--- src/rtl/cnt_match_irq_pkg.sv ---
// Shared definitions for the counter compare/wrap interrupt block.
package cnt_match_irq_pkg;

  localparam int CNT_W_DEF = 5;

  typedef enum logic [1:0] {
    IDLE  = 2'd0,
    ARMED = 2'd1,
    PEND  = 2'd2
  } state_t;

  localparam int CAUSE_MATCH = 0;
  localparam int CAUSE_WRAP  = 1;

endpackage

--- src/rtl/cnt_edge_det.sv ---
// Registers the previous count and flags compare-entry and 31->0 wrap events.
// Events are combinational from the current sample; no backpressure.
module cnt_edge_det
  import cnt_match_irq_pkg::*;
#(
  parameter int CNT_W = CNT_W_DEF
) (
  input  logic             clk,
  input  logic             rst,
  input  logic [CNT_W-1:0] cnt_in,
  input  logic [CNT_W-1:0] cmp_reg,
  output logic             match_ev,
  output logic             wrap_ev
);

  logic [CNT_W-1:0] prev_cnt;
  logic             prev_vld;

  always_ff @(posedge clk or negedge rst) begin
    if (!rst) begin
      prev_cnt <= '0;
      prev_vld <= 1'b0;
    end else begin
      prev_cnt <= cnt_in;
      prev_vld <= 1'b1;
    end
  end

  // Match only on entry, so a counter parked on the compare value fires once.
  assign match_ev = prev_vld & (cnt_in == cmp_reg) & (prev_cnt != cmp_reg);
  assign wrap_ev  = prev_vld & (&prev_cnt) & (cnt_in == '0);

endmodule

--- src/rtl/cnt_match_irq.sv ---
// Compare-match / wrap interrupt with capture and saturating wrap count.
// irq visible the cycle after the event edge; no backpressure, held until ack.
module cnt_match_irq
  import cnt_match_irq_pkg::*;
#(
  parameter int CNT_W = CNT_W_DEF,
  parameter int OVF_W = 8
) (
  input  logic             clk,
  input  logic             rst,
  input  logic [CNT_W-1:0] cnt_in,
  input  logic [CNT_W-1:0] cmp_val,
  input  logic             cmp_wr,
  input  logic             arm,
  input  logic             irq_ack,
  output logic             irq,
  output logic [1:0]       irq_cause,
  output logic [CNT_W-1:0] cap_val,
  output logic [OVF_W-1:0] ovf_cnt,
  output logic             armed
);

  state_t           state, state_nxt;
  logic [CNT_W-1:0] cmp_reg;
  logic             match_ev, wrap_ev;
  logic [1:0]       ev_cause;
  logic             irq_nxt;
  logic [1:0]       cause_nxt;
  logic [CNT_W-1:0] cap_nxt;

  cnt_edge_det #(.CNT_W(CNT_W)) u_edge_det (
    .clk      (clk),
    .rst      (rst),
    .cnt_in   (cnt_in),
    .cmp_reg  (cmp_reg),
    .match_ev (match_ev),
    .wrap_ev  (wrap_ev)
  );

  always_ff @(posedge clk or negedge rst) begin
    if (!rst) begin
      cmp_reg <= '1;
    end else if (cmp_wr) begin
      cmp_reg <= cmp_val;
    end
  end

  always_ff @(posedge clk or negedge rst) begin
    if (!rst) begin
      ovf_cnt <= '0;
    end else if (wrap_ev && (ovf_cnt != '1)) begin
      ovf_cnt <= ovf_cnt + OVF_W'(1);
    end
  end

  always_comb begin
    ev_cause              = 2'b00;
    ev_cause[CAUSE_MATCH] = match_ev;
    ev_cause[CAUSE_WRAP]  = wrap_ev;
  end

  always_comb begin
    state_nxt = state;
    irq_nxt   = irq;
    cause_nxt = irq_cause;
    cap_nxt   = cap_val;
    case (state)
      IDLE: begin
        if (arm) state_nxt = ARMED;
      end
      ARMED: begin
        if (match_ev || wrap_ev) begin
          state_nxt = PEND;
          irq_nxt   = 1'b1;
          cause_nxt = ev_cause;
          cap_nxt   = cnt_in;
        end
      end
      PEND: begin
        // Ack wins over any event landing in the same cycle.
        if (irq_ack) begin
          state_nxt = arm ? ARMED : IDLE;
          irq_nxt   = 1'b0;
          cause_nxt = 2'b00;
        end else begin
          cause_nxt = irq_cause | ev_cause;
        end
      end
      default: begin
        state_nxt = IDLE;
        irq_nxt   = 1'b0;
        cause_nxt = 2'b00;
      end
    endcase
  end

  always_ff @(posedge clk or negedge rst) begin
    if (!rst) begin
      state     <= IDLE;
      irq       <= 1'b0;
      irq_cause <= 2'b00;
      cap_val   <= '0;
    end else begin
      state     <= state_nxt;
      irq       <= irq_nxt;
      irq_cause <= cause_nxt;
      cap_val   <= cap_nxt;
    end
  end

  assign armed = (state == ARMED);

endmodule

--- config.mk ---
export PLATFORM = sky130hd
export DESIGN_NAME = cnt_match_irq
export DESIGN_NICKNAME = d
export VERILOG_FILES = /design/src/rtl/cnt_match_irq_pkg.sv /design/src/rtl/cnt_edge_det.sv /design/src/rtl/cnt_match_irq.sv
export SDC_FILE = /design/constraint.sdc
export NUM_CORES = 1
export LEC_CHECK = 0
export ABC_AREA = 1
export CORE_UTILIZATION = 45
export CTS_BUF_LIST = sky130_fd_sc_hd__clkbuf_16
export CTS_CLUSTER_DIAMETER = 80
export DETAILED_ROUTE_END_ITERATION = 8
export PLACE_DENSITY = 0.75
export SETUP_SLACK_MARGIN = 0.05
export SLEW_MARGIN = 20
export SYNTH_ARGS = -nofsm -noshare
export SYNTH_HDL_FRONTEND = slang
export SYNTH_HIERARCHICAL = 1
export SYNTH_SLANG_ARGS = --single-unit
--- constraint.sdc ---
create_clock -name clk -period 3.3 [get_ports clk]
set_input_delay 0.33 -clock clk [delete_from_list [all_inputs] [get_ports clk]]
set_output_delay 0.33 -clock clk [all_outputs]
set_load 0.01 [all_outputs]
# Yosys cells after proc, flatten, opt, wreduce, memory -nomap -nowiden
# Cells that the tools add are included.
# word_totals
regBits	29
memories	0
ram_bits	0
input_bits	15
latch_bits	0
wordCells	43
rom_bits	0
# op_classes
n_bitwise	6
addsub	1
magnitude_cmp	0
reduce_logical	9
mux	11
mul	0
shifts	0
div	0
n_eq_ne	8
# ops
cell	count
case mux 2 bit (3 select lines)	2
2-to-1 mux 2 bit	5
adder 8 x 1 -> 8 bit (second input constant)	1
inequality test 8 bit (second input constant)	1
AND reduction 3 bit	2
equality test 5 bit	1
logical NOT 5 bit	1
inequality test 5 bit	1
AND reduction 5 bit	1
AND 1 bit	4
inequality test 2 bit (second input constant)	2
AND reduction 2 bit	2
2-to-1 mux 1 bit	3
case mux 1 bit (3 select lines)	1
equality test 2 x 1 -> 1 bit (second input constant)	1
equality test 2 bit (second input constant)	1
logical NOT 2 bit	1
inequality test 2 x 1 -> 1 bit (second input constant)	1
bitwise OR 2 bit	1
logical AND 1 bit	1
logical OR 1 bit	1
NOT 1 bit	1

# Logic depth before layout (Yosys ltp)
# depth
ltp_word	6
mapped_depth	13

# By module
# Netlist, hierarchy kept.
# by_module_without_submodules
mod	area_per_inst_um2	seq_area_each_um2	instances	cells_per_inst
cnt_match_irq	1219.9	581.8	1	146
cnt_edge_det	365.4	150.1	1	55

# Least setup slack after synthesis
# Ideal clock, no wire load.
# synth_path
kind	register to register
start	reg cmp_reg[2]
end	reg irq_cause[0]
path_buffers	0
slack_ns	1.793
synth_period_minus_slack_ns	1.507
path_stages_with_launch	11
arrival_ns	1.386
cell_sequence	dfstp_2 -> inv_1 -> or2_0 -> nand3_1 -> nor2_1 -> nor2_1 -> inv_1 -> nand3_1 -> nand3_1 -> nor2_1 -> nor2_1
# synth_between
elab_chain_len	6
word_cells_on_any_way	11
cone_classes	eq/ne (3); mux (3); bitwise (3); reduce/logical (2)
# synth_lines
element	line	rtl
start, declared	cnt_match_irq.sv:24	logic [CNT_W-1:0] cmp_reg;
start signal, assigned	cnt_match_irq.sv:44	cmp_reg <= cmp_val;
equality test 5 bit	cnt_edge_det.sv:30	assign match_ev = prev_vld & (cnt_in == cmp_reg) & (prev_cnt != cmp_reg);
AND 1 bit	cnt_edge_det.sv:30	
AND 1 bit *	cnt_edge_det.sv:30	
net match_ev	cnt_match_irq.sv:25	logic match_ev, wrap_ev;
bitwise OR 2 bit or logical OR 1 bit (tied branches)	cnt_match_irq.sv:86, cnt_match_irq.sv:72	
2-to-1 mux 2 bit or inequality test 2 x 1 -> 1 bit (tied branches)	--	
case mux 2 bit (3 select lines) or AND reduction 2 bit (tied branches)	--	
end signal, assigned	cnt_match_irq.sv:106	irq_cause <= cause_nxt;
end, declared	cnt_match_irq.sv:17	output logic [1:0] irq_cause,
# The timed path passes the listed nets; every way through them passes the cells marked *. The select of a mux whose other input is x is not followed.
# A chain may end at the register's enable or synchronous reset.

# Worst setup path after layout
# layout_path
start	reg state[1]
end	out armed
# layout_between
elab_chain_len	1
# layout_lines
element	line	rtl
start, declared	cnt_match_irq.sv:23	state_t state, state_nxt;
start signal, assigned	cnt_match_irq.sv:104	state <= state_nxt;
equality test 2 x 1 -> 1 bit	cnt_match_irq.sv:111	assign armed = (state == ARMED);
end, declared	cnt_match_irq.sv:20	output logic armed
# Every way passes these cells.

==> metrics.md <==
| Metric | Value |
|---|---|
| Setup TNS | 0 ns |
| Routed length per instance | 11.3 um |
| Crit Path Class | reg -> out |
| Drt via density | 4.71 |
| Netlist cell types | 26 |
| CP endpoint kind | output pin |
| Resize count post-CTS | 0 |
| DP Wirelength | 2340 um |
| Worst Path Required | slightly below 3 ns |
| Sequential cell area fraction in the yosys report | a little under half |
| Inserted Clock Buffers | 5 |
| Share of cells above drive strength 1 | a little over a tenth |
| RSZ-0062 raised after global routing | no |
| Pre-antenna DRT Iters | 4 |
| Max Buffers Root-to-Sink | 2 |
| Crit-path max FO | 5 |
| Post-synthesis cell count | around 200 |
| Async SR Flop Fraction | 100% |
| Fin crit period | slightly below 2 ns |
| Final Skew | a little over 0.004 ns |
| WL final | 3210 um |
| PortBufs | 31 |
| #FFs+latches synth | 29 |
| CTS H-tree lvls | 2 |
| Mapped Area | 1590 um^2 |
| Worst VDD drop | between 0.0003 and 0.0004 V |
| Leak | between 1 and 1.5 nW |
| Crit path largest cell delay | ~0.56 ns |
| Post-CTS Setup Inserts | 0 |
| Status | complete, no violations |
| Pin count of the biggest net entering global routing | 30 |
| Routability cong. | between 0.7 and 0.8 |
| Final hold violations | 0 |
| Filler Cells Inserted | 323 |
| Mapped Nets | between 200 and 250 |
| Hold_buf cts | 0 |
| Max FFs per register | 8 |
| Drt drc | 0 |
| Width of the die | just over 60 um |
| Post-synth top flop | dfrtp_1 |
| Crit path cell chain | inv_1 > ha_1 > clkdlybuf4s50_1 |
| Slowest CP cell | clkdlybuf4s50_1 |
| Worst Setup Start Kind | flop |
| Final hold slack | between 0.4 and 0.5 ns |
| 1st-iter DRT viols | between 80 and 90 |
| Die Y | roughly 61 um |
| Achievable Freq | a little over 500 MHz |
| Period utilization | slightly below 60% |
| Antenna Cells | 0 |
| I/O pin cnt | 32 |
| CTS tree | yes |
| Max-slew violation count | 0 |
| Initial antenna violation count | 0 |
| Pwr Density | ~570 nW/um^2 |
| Core Region | about 3400 um^2 |
| Gr usage total | between 20% and 30% |
| RR Startpoint | cmp_reg[2] |
| Syn. warnings | 6 |
| Largest Register | ovf_cnt |
| First-pass GRT wire length | 5570 um |
| Remaining Overflow, GRT | 0 |
| Setup violations, final | 0 |
| Nets@finish | ~260 |
| Arrival @ worst endpoint | 1.60 ns |
| FP Rows | 21 |
| Max-cap violations | 0 |
| Min-delay worst type | in -> async |
| P&R area growth vs syn | 31.7% |
| Vias in the first global route | between 1000 and 1500 |
| Post-synth EDFFs | 0 |
| Final Total Pwr | 1.20 mW |
| DR vias | 1343 |
| Post-route ant nets | 0 |
| Launch point of the worst path | state[1] |
| CTS Root Cell | clkbuf_16 |
| Clock transition at the registers of the reported paths | roughly 0.050 ns |
| CTS sink count | 29 |
| Initial Util | ~47% |
| Clock Latency Late Sink | ~0.27 ns |
| Die area | 3760 um^2 |
| Syn Area/Cell | 7.89 um^2 |
## cell families (layout without fill, tap and decap cells)
family / count (synthesis) / after routing / synth area share (%)
flip-flops: 29 / 29 / 46.2
AO/OA/AOI/OAI: 8 / 8 / 2.92
multiplexers: 5 / 5 / 3.55
other: 1 / 1 / 0.237
buffers and inverters: 32 / 70 / 7.97
adder cells (fa/ha/maj): 6 / 6 / 4.74
AND/OR/NAND/NOR: 117 / 117 / 32.8
XOR/XNOR: 3 / 3 / 1.66
## area by class of cell
type	instances	area (um^2)	share of cell area (%)
clock buffers	5	125	5.99
well taps	46	57.6	2.76
multi-input cells	140	727	34.8
inverters	29	109	5.21
flip-flops and latches	29	732	35.1
clock inverters	3	12.5	0.599
repair buffers	33	325	15.6
## cell usage after synthesis (3+ instances only)
library cell	count	area share, %
dfrtp_1	24	38
dfstp_2	5	8.3
ha_1	6	4.7
inv_1	28	6.6
mux2_2	5	3.6
nand2_1	67	16
nand3_1	18	5.7
nand3b_1	3	1.4
nand4_1	6	2.4
nor2_1	16	3.8
o21ai_0	3	0.95
xnor2_1	3	1.7
## power by group
group | leakage (nW) | switching [mW] | total, mW | internal, mW
Clock | 0.0687 | 0.144 | 0.415 | 0.271
Combinational | 0.624 | 0.168 | 0.326 | 0.159
Sequential | 0.362 | 0.0430 | 0.457 | 0.414
## cells in the final DEF (no fill, tap or decap), drive strengths merged
master and instances:
a21oi 2, xnor2 3, clkbuf 5, nand3 18, conb 1, o21bai 1, buf 2, dfstp 5
nand4 6, clkdlybuf4s50 31, nor2 18, o21ai 5, nand3b 3, dfrtp 24, ha 6, nor3 1
inv 29, or2 1, nand2 70, clkinv 3, mux2 5
## routing by layer
metal  vias to the layer above  global-route usage, %  share of wire, %
met5                         -                      0                 0
met4                         0                   6.67              0.90
met3                         3                   7.77               4.0
met2                        23                   35.1                49
met1                       619                   24.4                46
li1                        698                      -                 -
## per-stage QoR
step           area, um^2  util (%)  cells  worst slack, ns
3_3_place_gp         1950      58.0    277             1.31
6_report             2090      62.1    285             1.37
3_5_place_dp         1950      58.0    277             1.27
2_1_floorplan        1590         -    201             1.79
4_1_cts              2090      62.1    285             1.36
5_1_grt              2090      62.1    285             1.26
## worst max-delay path, delay by kind of cell, from the launching register on
kind,cells,cell delay [ns]
buf+inv,2,0.68
flops,1,0.41
fa+ha+maj,1,0.24
## worst paths after layout
kind	to	slack, ns	cells past startpoint
setup / recovery	armed	1.37	3
hold / removal	ovf_cnt[3]	0.45	2
setup reg to reg	irq	1.62	10
hold reg to reg	cap_val[3]	0.51	2
max in group asynchronous	cmp_reg[3]	2.55	2
min in group clk	cap_val[3]	0.51	2
(Power assumes the default switching activity.)
